### config.mk
export PLATFORM = sky130hd
export DESIGN_NAME = instr_sequencer
export DESIGN_NICKNAME = d
export VERILOG_FILES = /design/src/rtl/instr_sequencer.sv
export SDC_FILE = /design/constraint.sdc
export NUM_CORES = 1
export LEC_CHECK = 0
export ABC_AREA = 1
export BUFFER_PORTS_ARGS = -buffer_cell sky130_fd_sc_hd__clkbuf_2
export CAP_MARGIN = 30
export CORE_ASPECT_RATIO = 0.7
export CORE_UTILIZATION = 45
export CTS_CLUSTER_DIAMETER = 200
export CTS_CLUSTER_SIZE = 8
export DETAILED_ROUTE_END_ITERATION = 7
export HOLD_SLACK_MARGIN = 0.05
export PLACE_DENSITY_LB_ADDON = 0.25
export SYNTH_ARGS = -nofsm -noshare
export SYNTH_HDL_FRONTEND = slang
export SYNTH_SLANG_ARGS = --single-unit
### constraint.sdc
create_clock -name clk -period 2.9 [get_ports clk]
set_clock_uncertainty 0.1 [all_clocks]
set_input_delay 0.29 -clock clk [delete_from_list [all_inputs] [get_ports clk]]
set_output_delay 0.29 -clock clk [all_outputs]
set_load 0.02 [all_outputs]
### src/rtl/instr_sequencer.sv
// instr_sequencer: PC owner, program fetch over req/ack, IR issue and flow control with return stack.
// Define SEQ_PERF_EN to add the saturating 16-bit retired_cnt output.
module instr_sequencer #(
  parameter int PC_W        = 12,
  parameter int IR_W        = 24,
  parameter int STACK_DEPTH = 4
) (
  input  logic            clk,
  input  logic            reset_n,
  output logic            pm_req,
  output logic [PC_W-1:0] pm_addr,
  input  logic            pm_ack,
  input  logic [IR_W-1:0] pm_data,
  output logic [IR_W-1:0] ir,
  output logic            ir_valid,
  input  logic            exec_done,
  input  logic            zero_flag,
  input  logic            carry_flag,
  input  logic            halt,
  output logic [PC_W-1:0] pc,
  output logic            halted,
`ifdef SEQ_PERF_EN
  output logic            fault,
  output logic [15:0]     retired_cnt
`else
  output logic            fault
`endif
);
  localparam int IX_W = $clog2(STACK_DEPTH);
  localparam int SP_W = IX_W + 1;
  typedef enum logic [2:0] {IDLE, FETCH, ISSUE, EXEC, UPDATE, HALTED, FAULT} state_t;
  state_t            state_q, state_d;
  logic [PC_W-1:0]   pc_q, pc_d, pc_inc, target;
  logic [IR_W-1:0]   ir_q, ir_d;
  logic [SP_W-1:0]   sp_q, sp_d;
  logic              fault_q, fault_d, push, is_flow;
  logic [6:0]        op;
  logic [IX_W-1:0]   wr_idx, top_idx;
  logic [PC_W-1:0]   stack_q [STACK_DEPTH];
  // Flow-control group is the 0x1xxxxx page; bit 19 is a don't-care.
  assign is_flow = ir_q[23:20] == 4'b0001;
  assign op      = ir_q[18:12];
  assign target  = PC_W'(ir_q[11:0]);
  assign pc_inc  = pc_q + 1'b1;
  assign wr_idx  = IX_W'(sp_q);
  assign top_idx = IX_W'(sp_q - 1'b1);
  always_comb begin
    state_d = state_q;
    pc_d    = pc_q;
    ir_d    = ir_q;
    sp_d    = sp_q;
    fault_d = fault_q;
    push    = 1'b0;
    case (state_q)
      IDLE:   state_d = FETCH;
      FETCH:  if (pm_ack) begin
        ir_d    = pm_data;
        state_d = ISSUE;
      end
      ISSUE:  state_d = EXEC;
      EXEC:   state_d = exec_done ? UPDATE : EXEC;
      UPDATE: begin
        state_d = halt ? HALTED : FETCH;
        pc_d    = pc_inc;
        if (is_flow) begin
          case (op)
            7'd0: pc_d = target;
            7'd1: pc_d = zero_flag ? target : pc_inc;
            7'd2: pc_d = zero_flag ? pc_inc : target;
            7'd3: pc_d = carry_flag ? target : pc_inc;
            7'd4: if (sp_q == '0) begin
              fault_d = 1'b1;
              state_d = FAULT;
              pc_d    = pc_q;
            end else begin
              sp_d = sp_q - 1'b1;
              pc_d = stack_q[top_idx];
            end
            7'd5: if (sp_q == SP_W'(STACK_DEPTH)) begin
              fault_d = 1'b1;
              state_d = FAULT;
              pc_d    = pc_q;
            end else begin
              push = 1'b1;
              sp_d = sp_q + 1'b1;
              pc_d = target;
            end
            default: pc_d = pc_inc;
          endcase
        end
      end
      HALTED: state_d = halt ? HALTED : FETCH;
      FAULT:  state_d = FAULT;
      default: state_d = IDLE;
    endcase
  end
  always_ff @(posedge clk or negedge reset_n) begin
    if (!reset_n) begin
      state_q <= IDLE;
      pc_q    <= '0;
      ir_q    <= '0;
      sp_q    <= '0;
      fault_q <= 1'b0;
    end else begin
      state_q <= state_d;
      pc_q    <= pc_d;
      ir_q    <= ir_d;
      sp_q    <= sp_d;
      fault_q <= fault_d;
    end
  end
  always_ff @(posedge clk) begin
    if (push) stack_q[wr_idx] <= pc_inc;
  end
`ifdef SEQ_PERF_EN
  logic [15:0] retired_q;
  always_ff @(posedge clk or negedge reset_n) begin
    if (!reset_n) retired_q <= '0;
    else if (state_q == UPDATE && state_d != FAULT && retired_q != 16'hFFFF) retired_q <= retired_q + 1'b1;
  end
  assign retired_cnt = retired_q;
`endif
  assign pm_req   = state_q == FETCH;
  assign pm_addr  = pm_req ? pc_q : '0;
  assign ir       = ir_q;
  assign ir_valid = state_q == ISSUE;
  assign halted   = state_q == HALTED;
  assign fault    = fault_q;
  assign pc       = pc_q;
endmodule

Word-level counts from Yosys, hierarchy flattened
Memory sizes are Yosys's and may differ from the RTL's.
Cells that the tools add are included.
{"block": "word_totals", "ff_bits": 43, "ram_bits": 48, "input_bits": 31, "out_inout_bits": 52, "word_cells": 65, "memories": 1}
{"block": "op_classes", "addsub": 3, "eq_ne": 20, "mux": 28, "reduce_logical": 8}
{"name": "stack_q", "depth": 4, "word_bits": 12, "read_ports": 1, "rd_ports_with_merged_regs": 0, "write_ports": 1, "line": "39", "text": "logic [PC_W-1:0] stack_q [STACK_DEPTH];"}
{"cell": "two-way mux 12 bit", "count": 7}
{"cell": "case mux 12 bit (6 select lines)", "count": 1}
{"cell": "two-way mux 3 bit", "count": 8}
{"cell": "case mux 3 bit (7 select lines)", "count": 1}
{"cell": "== test 7 x 2 -> 1 bit (second input constant)", "count": 2}
{"cell": "== test 7 x 3 -> 1 bit (second input constant)", "count": 2}
{"cell": "adder 12 x 1 -> 12 bit (second input constant)", "count": 1}
{"cell": "== test 3 bit (second input constant)", "count": 4}
{"cell": "case mux 3 bit (2 select lines)", "count": 2}
{"cell": "AND reduction 5 bit", "count": 2}
{"cell": "two-way mux 1 bit", "count": 8}
{"cell": "!= test 2 bit (second input constant)", "count": 4}
{"cell": "== test 7 x 1 -> 1 bit (second input constant)", "count": 1}
{"cell": "zero test 7 bit", "count": 1}
{"cell": "== test 3 x 2 -> 1 bit (second input constant)", "count": 2}
{"cell": "zero test 3 bit", "count": 2}
{"cell": "!= test 3 bit (second input constant)", "count": 2}
{"cell": "== test 4 x 1 -> 1 bit (second input constant)", "count": 1}
{"cell": "adder 3 x 1 -> 3 bit (second input constant)", "count": 1}
{"cell": "== test 3 x 1 -> 1 bit (second input constant)", "count": 1}
{"cell": "AND reduction 3 bit", "count": 1}
{"cell": "subtractor 3 x 1 -> 3 bit (second input constant)", "count": 1}
{"cell": "!= test 2 x 1 -> 1 bit (second input constant)", "count": 1}
{"cell": "case mux 1 bit (2 select lines)", "count": 1}
{"cell": "2 further kinds", "count": 2}

Logic depth before layout (Yosys ltp)
Gate-level depths: netlist (run 1).
{"block": "logic_depth", "word_depth": 7, "ltp_mapped": 15, "ltp_nobuf": 13}

Worst setup path after synthesis (run 1)
No wires, ideal clock.
{"block": "synth_timing", "path_kind": "register -> register", "from": "reg sp_q[0]", "to": "mem stack_q[1][0] (enable)", "setup_time_ps": 380, "t_arrival_ps": 1777, "t_required_ps": 2420, "setup_slack_ps": 642, "stages_incl_launch_ff": 8, "path_buffers": 2, "period_less_slack_ps": 2258, "cell_sequence": "dfrtp_1 buf_2 inv_1 buf_2 ha_1 nand2_1 nand3_1 nor2_1"}
{"block": "synth_via", "elab_chain_len": 7}
{"item": "start: declaration", "line": "35", "text": "logic [SP_W-1:0] sp_q, sp_d;"}
{"item": "start signal: assignment", "line": "108", "text": "sp_q <= sp_d;"}
{"item": "== test 3 bit", "line": "79", "text": "7'd5: if (sp_q == SP_W'(STACK_DEPTH)) begin"}
{"item": "two-way mux 1 bit", "line": "79"}
{"item": "two-way mux 1 bit", "line": "66", "text": "case (op)"}
{"item": "two-way mux 1 bit", "line": "65", "text": "if (is_flow) begin"}
{"item": "two-way mux 1 bit", "line": "54", "text": "case (state_q)"}
{"item": "two-way mux 1 bit", "line": "113", "text": "if (push) stack_q[wr_idx] <= pc_inc;"}
{"item": "two-way mux 1 bit (implied by the code)", "line": "113"}
{"item": "end: declaration", "line": "39"}
Several ways; a longest one is shown, not always the timed one.

Final worst setup path (run 1)
{"block": "layout_timing", "from": "reg pc_q[0] (netlist: pc[0])", "to": "reg pc_q[8] (netlist: pc[8])"}
{"block": "layout_via", "elab_chain_len": 4, "word_cells_on_any_way": 6, "classes_between": "add/sub (1); mux (5)"}
{"item": "start: declaration", "line": "33", "text": "logic [PC_W-1:0] pc_q, pc_d, pc_inc, target;"}
{"item": "start signal: assignment", "line": "106", "text": "pc_q <= pc_d;"}
{"item": "adder 12 x 1 -> 12 bit (*)", "line": "44", "text": "assign pc_inc = pc_q + 1'b1;"}
{"item": "net pc_inc[8]", "line": "33"}
{"item": "two-way mux 12 bit, on equally long branches", "line": "70, 68, 69"}
{"item": "case mux 12 bit (6 select lines)", "line": "66"}
{"item": "two-way mux 12 bit (*)", "line": "65"}
Mark *: on every way through the listed nets, which the timed path passes. The rest lies on a longest branch.
A chain may end at the register's enable or synchronous reset.

==> results.txt, run 1 <==
- Outcome: finished clean
* Number of standard cells after synthesis: 641
- Start point of the critical path: pc[0]$_DFFE_PN0P_
* Count of placed standard cells in the final layout, fillers left out: 882
- Routed length per placed instance: 16.55 um
* Data required time of the critical path: 3.08 ns
* Post-CTS setup buffer count: 0
- Of the cells placed in the final design, the portion with a size suffix greater than 1 is 0.1907.
- Worst Path Max Fanout: 7
* Global-route wire length before repair: 23190 um
* Path category of the worst min-delay check: in -> reg
- Input/output buffers: 82
- Final setup violation count: 0
* Placement Rows: 31
* CTS Root Buffer Type: clkbuf_16
* Number of resized instances in the post-cts repair step: 0
- Once detailed placement completed, the half-perimeter wirelength came to 10590 um.
- Total Routing Usage GR: 0.2629
- Vias in the first global route: 4402
- Largest net degree at the start of global routing: 31
- The synthesized design contains 91 register bits.
- Total clock buffers created by CTS: 9
- Total count of max-transition violations in the final report: 0
- For this run, design rule violations remaining after detail routing come to 0.
- In the finished design, the share of the clock period the worst path needs comes to 0.7737.
* Count of warnings emitted by yosys: 0
- The number of cells on the worst reg-to-reg path is 9.
- From left edge to right edge, the die measures 128.7 um.
- Initial Util: 0.4757
* Ys async rst share: 0.4725
* Final estimated routing congestion in global placement: 0.9193
* Power density of the placed cells: 911.4 nW/um2
- For this block, the initial DRC count from the detailed router was 366.
- STA classifies the critical path endpoint as a flop.
- The first detailed-routing pass ran for 5 iterations.
- Setup Total Neg Slack: 0 ns
* Max incr delay on CP: 0.53 ns
- H-Tree Level Count: 3
* Number of antenna violations at the first check in global routing: 0
- Total power after layout: 5.444 mW
* Termination of the worst setup path: pc[8]$_DFFE_PN0P_
* Largest delay share family, worst path: simple AND/OR/NAND/NOR gates
- Overall die height: 90.69 um
- TritonCTS clock tree: done
- For this design the static power due to leakage is 2.833 nW.
- Counting stages on the worst path, the most repeated cell is nand2_1.
- Count of buffer and inverter cells on the critical path: 0
- Slew Limit Headroom: 0.4698
- The worst setup path is of the reg -> reg kind.
* Tightest Pin Transition: 0.7953 ns
- Global routing finished with a remaining overflow of 0.
- Post-detailed-route via-to-cell ratio: 5.305
- The detail route stage leaves a number of antenna-violating nets equal to 0.
- For flop-to-flop paths, the worst setup slack is 0.66 ns.
* Mean area per synthesized cell: 7.888 um2
- From synthesis to final layout, the design area changed by 18.14%.
- Area of the core region: 10630 um2
* Clock Latency Late Sink: 0.35 ns
- Achievable clock frequency: 445.7 MHz
- The net count of the finished layout is 766.
- Die outline area: 11670 um2
- After layout, the minimum clock period comes to 2.244 ns.
- The number of antenna diodes in the final layout is 0.
- The final hold violation count is 0.
- Total detailed-routing wirelength: 14600 um
- For this run, the register share of the synthesized area comes to 0.4979.
- In this run, synthesis inferred 48 flip-flops with an integrated enable.
- The final route contains 4679 vias.
- CTS clock-pin slew for the worst setup and hold paths: 0.07 ns
- Clk sinks: 91
- Worst IR drop on VDD: 0.5710 mV
- Post-synth top flop: edfxtp_1
- Count of unique library cells instantiated by Yosys: 38
* RSZ-0062 raised after global routing: false
- In this run the critical register-to-register path is captured at pc[8]$_DFFE_PN0P_.
- Fin util: 0.5620
* Synth Cell Area: 5056 um2
* Worst r2r src: pc[0]$_DFFE_PN0P_
- The critical path goes through ha_1 > nand2_1 > nor2_1 > nand2_1 > xor2_1 > o21ai_0 > nand3_1 > nand2_1 > nand2_1.
- After detailed placement, the design holds a cell count of 864.
* Category of the worst setup path launch point: flop
* Endpoint arrival time on the critical path: 2.43 ns
- The largest individual stage delay along the critical path comes from the cell dfrtp_1.
* Net count after synthesis: 678
- The tool flagged a number of max-cap violations equal to 0.
- Number of logic stages on the critical path including buffering: 9
- No sink is reached through more buffers than the 2 on the longest clock path.
* Number of ports placed on the die boundary: 83
-- logic make-up (layout without fill, tap and decap cells) --
| kind of cell | Yosys count | count (layout) | share of synthesized area |
|---|---|---|---|
| AND/OR/NAND/NOR | 352 | 352 | 0.2900 |
| flip-flops | 91 | 91 | 0.4979 |
| buffers and inverters | 89 | 182 | 0.07201 |
| AO/OA/AOI/OAI | 87 | 87 | 0.09255 |
| multiplexers | 10 | 10 | 0.02227 |
| adder cells (fa/ha/maj) | 6 | 6 | 0.01485 |
| XOR/XNOR | 6 | 6 | 0.01039 |
-- synth_stat cells (6+ instances only) --
cell type / count / share of area
nand2_1: 171 / 0.13
nor2_1: 108 / 0.080
inv_1: 61 / 0.045
edfxtp_1: 48 / 0.29
nand3_1: 45 / 0.045
dfrtp_1: 43 / 0.21
a21oi_1: 37 / 0.037
o21ai_0: 37 / 0.037
buf_2: 11 / 0.011
mux2_2: 8 / 0.018
ha_1: 6 / 0.015
inv_2: 6 / 0.0045
nand4_1: 6 / 0.0074
-- registers in the layout, indices dropped and copies added (netlist names) --
register,cells
stack_q,48
ir,24
pc,12
sp_q,3
state_q,3
fault,1
-- per-layer routing --
layer / track usage / wire length, um / vias up / part of all wire
li1: - / - / 2257 / -
met1: 0.3771 / 6742 / 2197 / 0.46
met2: 0.3892 / 6433 / 206 / 0.44
met3: 0.06991 / 1222 / 19 / 0.084
met4: 0.07157 / 199 / 0 / 0.014
met5: 0 / 0 / - / 0
-- placed cells by master, fill, tap and decap left out, types with 2 or more instances in the layout --
| cell type | count |
|---|---|
| buf_4 | 13 |
| ha_1 | 6 |
| edfxtp_1 | 48 |
| nor3_1 | 3 |
| dfrtp_1 | 43 |
| nand3_1 | 45 |
| nor2_4 | 2 |
| inv_6 | 2 |
| o211ai_1 | 4 |
| a21oi_1 | 37 |
| mux2_2 | 8 |
| inv_2 | 6 |
| nand2_1 | 171 |
| and2_1 | 2 |
| mux2_1 | 2 |
| o2111ai_1 | 2 |
| o21ai_0 | 37 |
| dlygate4sd3_1 | 2 |
| nor2_1 | 108 |
| nand2_2 | 4 |
| inv_1 | 61 |
| clkbuf_16 | 9 |
| xor2_1 | 5 |
| clkinv_4 | 2 |
| a21boi_0 | 3 |
| nand3_2 | 2 |
| clkinv_1 | 2 |
| nor2_2 | 5 |
| nand4_1 | 6 |
| clkbuf_2 | 82 |
-- through the flow --
step	setup WS [ns]	hold slack (ns)	area, um2
after global placement	0.7648	0.2942	5644
final	0.6563	0.06514	5973
after floorplan	0.6423	-0.1056	5056
after global routing	0.4133	0.06932	5973
after detailed placement	0.6750	0.3106	5644
after CTS	0.6534	0.06347	5973
-- how the worst min path moves through the flow --
stage / startpoint / to / cells after the start
after floorplan: reset_n / fault$_DFFE_PN0P_ / 0
after global placement: reset_n / state_q[2]$_DFFE_PN0P_ / 1
after detailed placement: reset_n / state_q[2]$_DFFE_PN0P_ / 1
after CTS: pm_data[23] / ir[23]$_DFFE_PN0P_ / 2
after global routing: pm_data[22] / ir[22]$_DFFE_PN0P_ / 2
final: pm_data[23] / ir[23]$_DFFE_PN0P_ / 2
-- power breakdown --
part           internal [mW]  leakage (nW)  switching [mW]  total, mW
clock                  0.684         0.149           0.545       1.23
combinational          0.628          1.74            1.45       2.07
sequential              1.75         0.942           0.395       2.14
total                   3.06          2.83            2.38       5.44
-- final cells by class --
class	count	area, um2
fillers	988	4654
well taps	148	185.2
flip-flops and latches	91	2517
repair buffers	97	528.0
clock buffers	9	225.2
inverters	69	259.0
multi-input cells	461	2175
clock inverters	7	83.83
-- repair_timing --
item	CTS	global route
hold buffers	2	0
endpoints found under the setup margin	0	0
hold endpoints to repair	30	0
Note: power is estimated with default switching activity, not from simulation.
==> inputs of run 2 (changes only) <==
- ABC_AREA: 1 -> 0
- clock period: 2.9 -> 1.83 ns (I/O delays scaled with it)
==> run 2 against run 1 <==
Against the previous run:
- the flow now finishes with violations (setup timing)
- hold slack better by 0.0017 ns
- critical path type unchanged
- total power up 110%
- count of clock-buffer cells in the layout did not move
- largest power group is now combinational cells
- synthesized cell count is 45% lower
- critical path depth shrank 5
- area after synthesis is 9.4% lower
- first-iteration DRC count increased by 19%
- cell area rose by 21%
==> results.txt, run 2 <==
* Outcome: finished, violations left
* Violated checks: setup timing
- Overall die height: 86.40 um
- After technology mapping, the gate count stands at 355.
- The synthesized design contains 48 enable-type register cells.
- Setup repair after global routing could not meet its margin everywhere.
* Category of the worst setup path launch point: flop
* Final clock period utilization by the worst path: 1.141
- Path category of the worst min-delay check: in -> reg
- Entering global routing, the biggest net connects 44 pins.
* Largest cells by area after synthesis: edfxtp_1 (31%), dfrtp_1 (23%), mux2_2 (5.9%)
* Leading post-synthesis cells by instance count: edfxtp_1 (48), dfrtp_1 (43), mux2_2 (24)
- The Yosys step of the flow raised 0 warnings.
- Derived from the worst setup path, the maximum achievable clock frequency is 478.9 MHz.
- Number of hold violations in the final report: 0
- Synthesis produced a netlist with a net count of 392.
* Worst IR drop on VDD: 0.9094 mV
* Total count of max-transition violations in the final report: 0
- Setup crit end kind: flop
- Portion of synthesized cell area occupied by the leading cell type: 0.3148
- Once routing completed, OpenROAD measured the worst setup slack at -0.2581 ns.
* Number of antenna violations at the first check in global routing: 0
- Subtracting the final worst setup slack from the clock period gives 2.088 ns.
* Fraction of synthesized area in multiplexers: 0.1202
* Most frequent cells in the layout: buf_4 (101), clkbuf_2 (68), edfxtp_1 (48), dfrtp_1 (38), dlygate4sd3_1 (26)
- Fraction of layout cells with a size suffix above 1: 0.5808
- Once layout is done, the placed cells without fillers occupy 7237 um2.
- Endpoint arrival time on the critical path: 2.03 ns
* Worst slack on hold paths: 0.06688 ns
- In this run the number of H-tree levels came out at 3.
* Aggregate global routing overflow: 0
* Buffer levels on the longest clock path: 2
- Measured against its own limit, the worst slew margin works out to 0.6212.
- Max incr delay on CP: 0.43 ns
- CTS Root Buffer Type: clkbuf_16
- Final setup violation count: 89
- Of the total synthesized cell area, the portion taken by AND, OR, NAND and NOR gates is 0.1410.
- Broken down by cell family, the worst path's largest delay share belongs to simple AND/OR/NAND/NOR gates.
* Largest Register: stack_q
- The die covers 10590 um2.
- Via count of the routed design: 4124
- For this run, asynchronously set or reset flops after synthesis account for 0.4725.
* Iter 0 DRT Violations: 434
* Main combinational cell family by area after synthesis: simple AND/OR/NAND/NOR gates
* Power density of the placed cells: 1561 nW/um2
- For this run, the share of the core covered by cells in the final layout is 0.7387.
- The critical path is of the reg -> reg type.
- In the routed layout, each cell is associated on average with a via count of 5.808.
- Sw frac: 0.3991
* Flip-flop and latch count after synthesis: 91
- Max reg flops: 48
- Routed length per placed instance: 20.49 um
* Area grow syn2layout: 58.03%
- Counting every sink on the clock net gives 91.
- Count of buffer and inverter cells on the critical path: 0
- Post-synth top flop: edfxtp_1
- Final estimated routing congestion in global placement: 0.9167
- Number of iterations in the first detailed-routing pass: 5
- The share of total power dissipated in the clock network is 0.153.
* Vias in the first global route: 3956
* Total Routing Usage GR: 0.2682
- After synthesis the cells add up to 4579 um2.
- Critical Path Slowest Stage Cell: nor4b_4
- The share of total power dissipated in sequential elements is 0.291.
- Die boundary width: 122.6 um
- The total area inside the core boundary comes to 9797 um2.
* Count of unique library cells instantiated by Yosys: 63
- Estimated wirelength of the detail-placed design: 9226 um
* Number of inserted diodes: 0
- For this block, the routed nets add up to 14550 um of wire.
- Area fraction in compound gates after synthesis: 0.1183
* Worst Path Max Fanout: 12
- TritonCTS clock tree: done
* Placed instance area: 5919 um2
- Remaining antenna violation count: 0
* Initial Util: 0.4674
- The share of total power dissipated in combinational logic is 0.556.
- Max capacitance violation total: 0
- Input and output buffers added on the ports amount to 82.
* Most common cell in the synthesized netlist: edfxtp_1
- Summed over all nets, the switching power comes to 4.509 mW.
- Seq/Total Area, Yosys: 0.5497
* Critical-path cell list: nor4b_4 > nand2_2 > a211oi_4 > and2_4
- Cell leakage power: 3.030 nW
- Post-synthesis share of cell area spent on full adders, half adders and majority gates: 0.01639
- Pin placement for this block handled 83 I/O pins.
* Cell accounting for the most synthesized area: edfxtp_1
- At the worst endpoint, the required time is 1.77 ns.
- Of the total synthesized cell area, the portion taken by XOR and XNOR cells is 0.02678.
- Most common library cell in the layout ignoring fill and taps: buf_4
- The final layout contains 614 nets.
- Internal power component: 6.790 mW
* Clock Latency Late Sink: 0.35 ns
- In this run the core area contains 30 standard-cell rows.
* Mean area per synthesized cell: 12.90 um2
- The first global-routing pass estimated 20960 um of wire.
* Tightest Pin Transition: 0.5682 ns
- Total clock buffers created by CTS: 9
* CTS clock-pin slew for the worst setup and hold paths: 0.07 ns
- After detailed routing, the number of remaining DRC violations is 0.
-- run 2: changes by cell type in the layout (fill, tap and decap cells not counted), moves of 33 or more --
cell | previous run | this run
nand2_1 | 171 | 12
nor2_1 | 108 | 14
buf_4 | 13 | 101
inv_1 | 61 | 5
nand3_1 | 45 | 5
a21oi_1 | 37 | 4
-- run 2: worst paths after layout --
check,startpoint,endpoint,cells after the start,slack [ns]
max,ir[22]$_DFFE_PN0P_,stack_q[0][1]$_DFFE_PP_,4,-0.26
min,halt,state_q[2]$_DFFE_PN0P_,3,0.07
max reg2reg,ir[22]$_DFFE_PN0P_,stack_q[0][1]$_DFFE_PP_,4,-0.26
min reg2reg,fault$_DFFE_PN0P_,fault$_DFFE_PN0P_,1,0.38
max in group asynchronous,reset_n,sp_q[0]$_DFFE_PN0P_,3,0.85
min in group asynchronous,reset_n,ir[9]$_DFFE_PN0P_,3,0.36
-- run 2: timing repair --
action,CTS,global route
hold buffers,26,0
buffers inserted,12,11
setup endpoints to repair,78,109
gates resized for setup,87,62
endpoints found under the hold margin,68,0
pin swaps,30,19
gates cloned,1,4
-- run 2: metal layers --
layer / up-vias / global-route usage / routed length, um
met5: - / 0 / 0
met4: 0 / 0.1031 / 322
met3: 38 / 0.06382 / 1151
met2: 233 / 0.4101 / 6794
met1: 2048 / 0.3708 / 6277
li1: 1805 / - / -
-- run 2: power by group through the flow --
stage	combinational, mW	sequential, mW	clock, mW
detailed placement	4.67	3.27	0
global placement	4.60	3.25	0
CTS	5.50	3.24	1.74
global route	6.58	3.33	1.84
floorplan	2.09	3.65	0
finish	6.28	3.28	1.73
-- run 2: logic make-up after synthesis --
logic type      after synthesis
flops                        91
buf+inv                      28
compound gates               72
fa+ha+maj                     6
mux                          37
xor+xnor                     14
simple gates                107
-- run 2: stage by stage --
step	instances	setup WS (ns)	power (mW)	setup TNS [ns]
2_1_floorplan	355	-0.2422	5.746	-13.48
3_3_place_gp	644	-0.2078	7.854	-10.72
3_5_place_dp	644	-0.2639	7.949	-14.79
4_1_cts	699	-0.2174	10.48	-12.82
5_1_grt	710	-0.3022	11.75	-19.35
6_report	710	-0.2581	11.30	-15.16
-- run 2: layout make-up --
| type | instances | area (um2) |
|---|---|---|
| Clock buffer | 9 | 225.2 |
| Timing Repair Buffer | 231 | 1852 |
| Tap cell | 128 | 160.2 |
| Fill cell | 602 | 2560 |
| Multi-Input combinational cell | 237 | 2397 |
| Sequential cell | 91 | 2524 |
| Clock inverter | 7 | 43.79 |
| Inverter | 7 | 35.03 |
-- run 2: tightest hold or removal path, stage by stage --
cell and delay, ns:
clkbuf_2 0.08, a21o_1 0.11, a32o_1 0.12
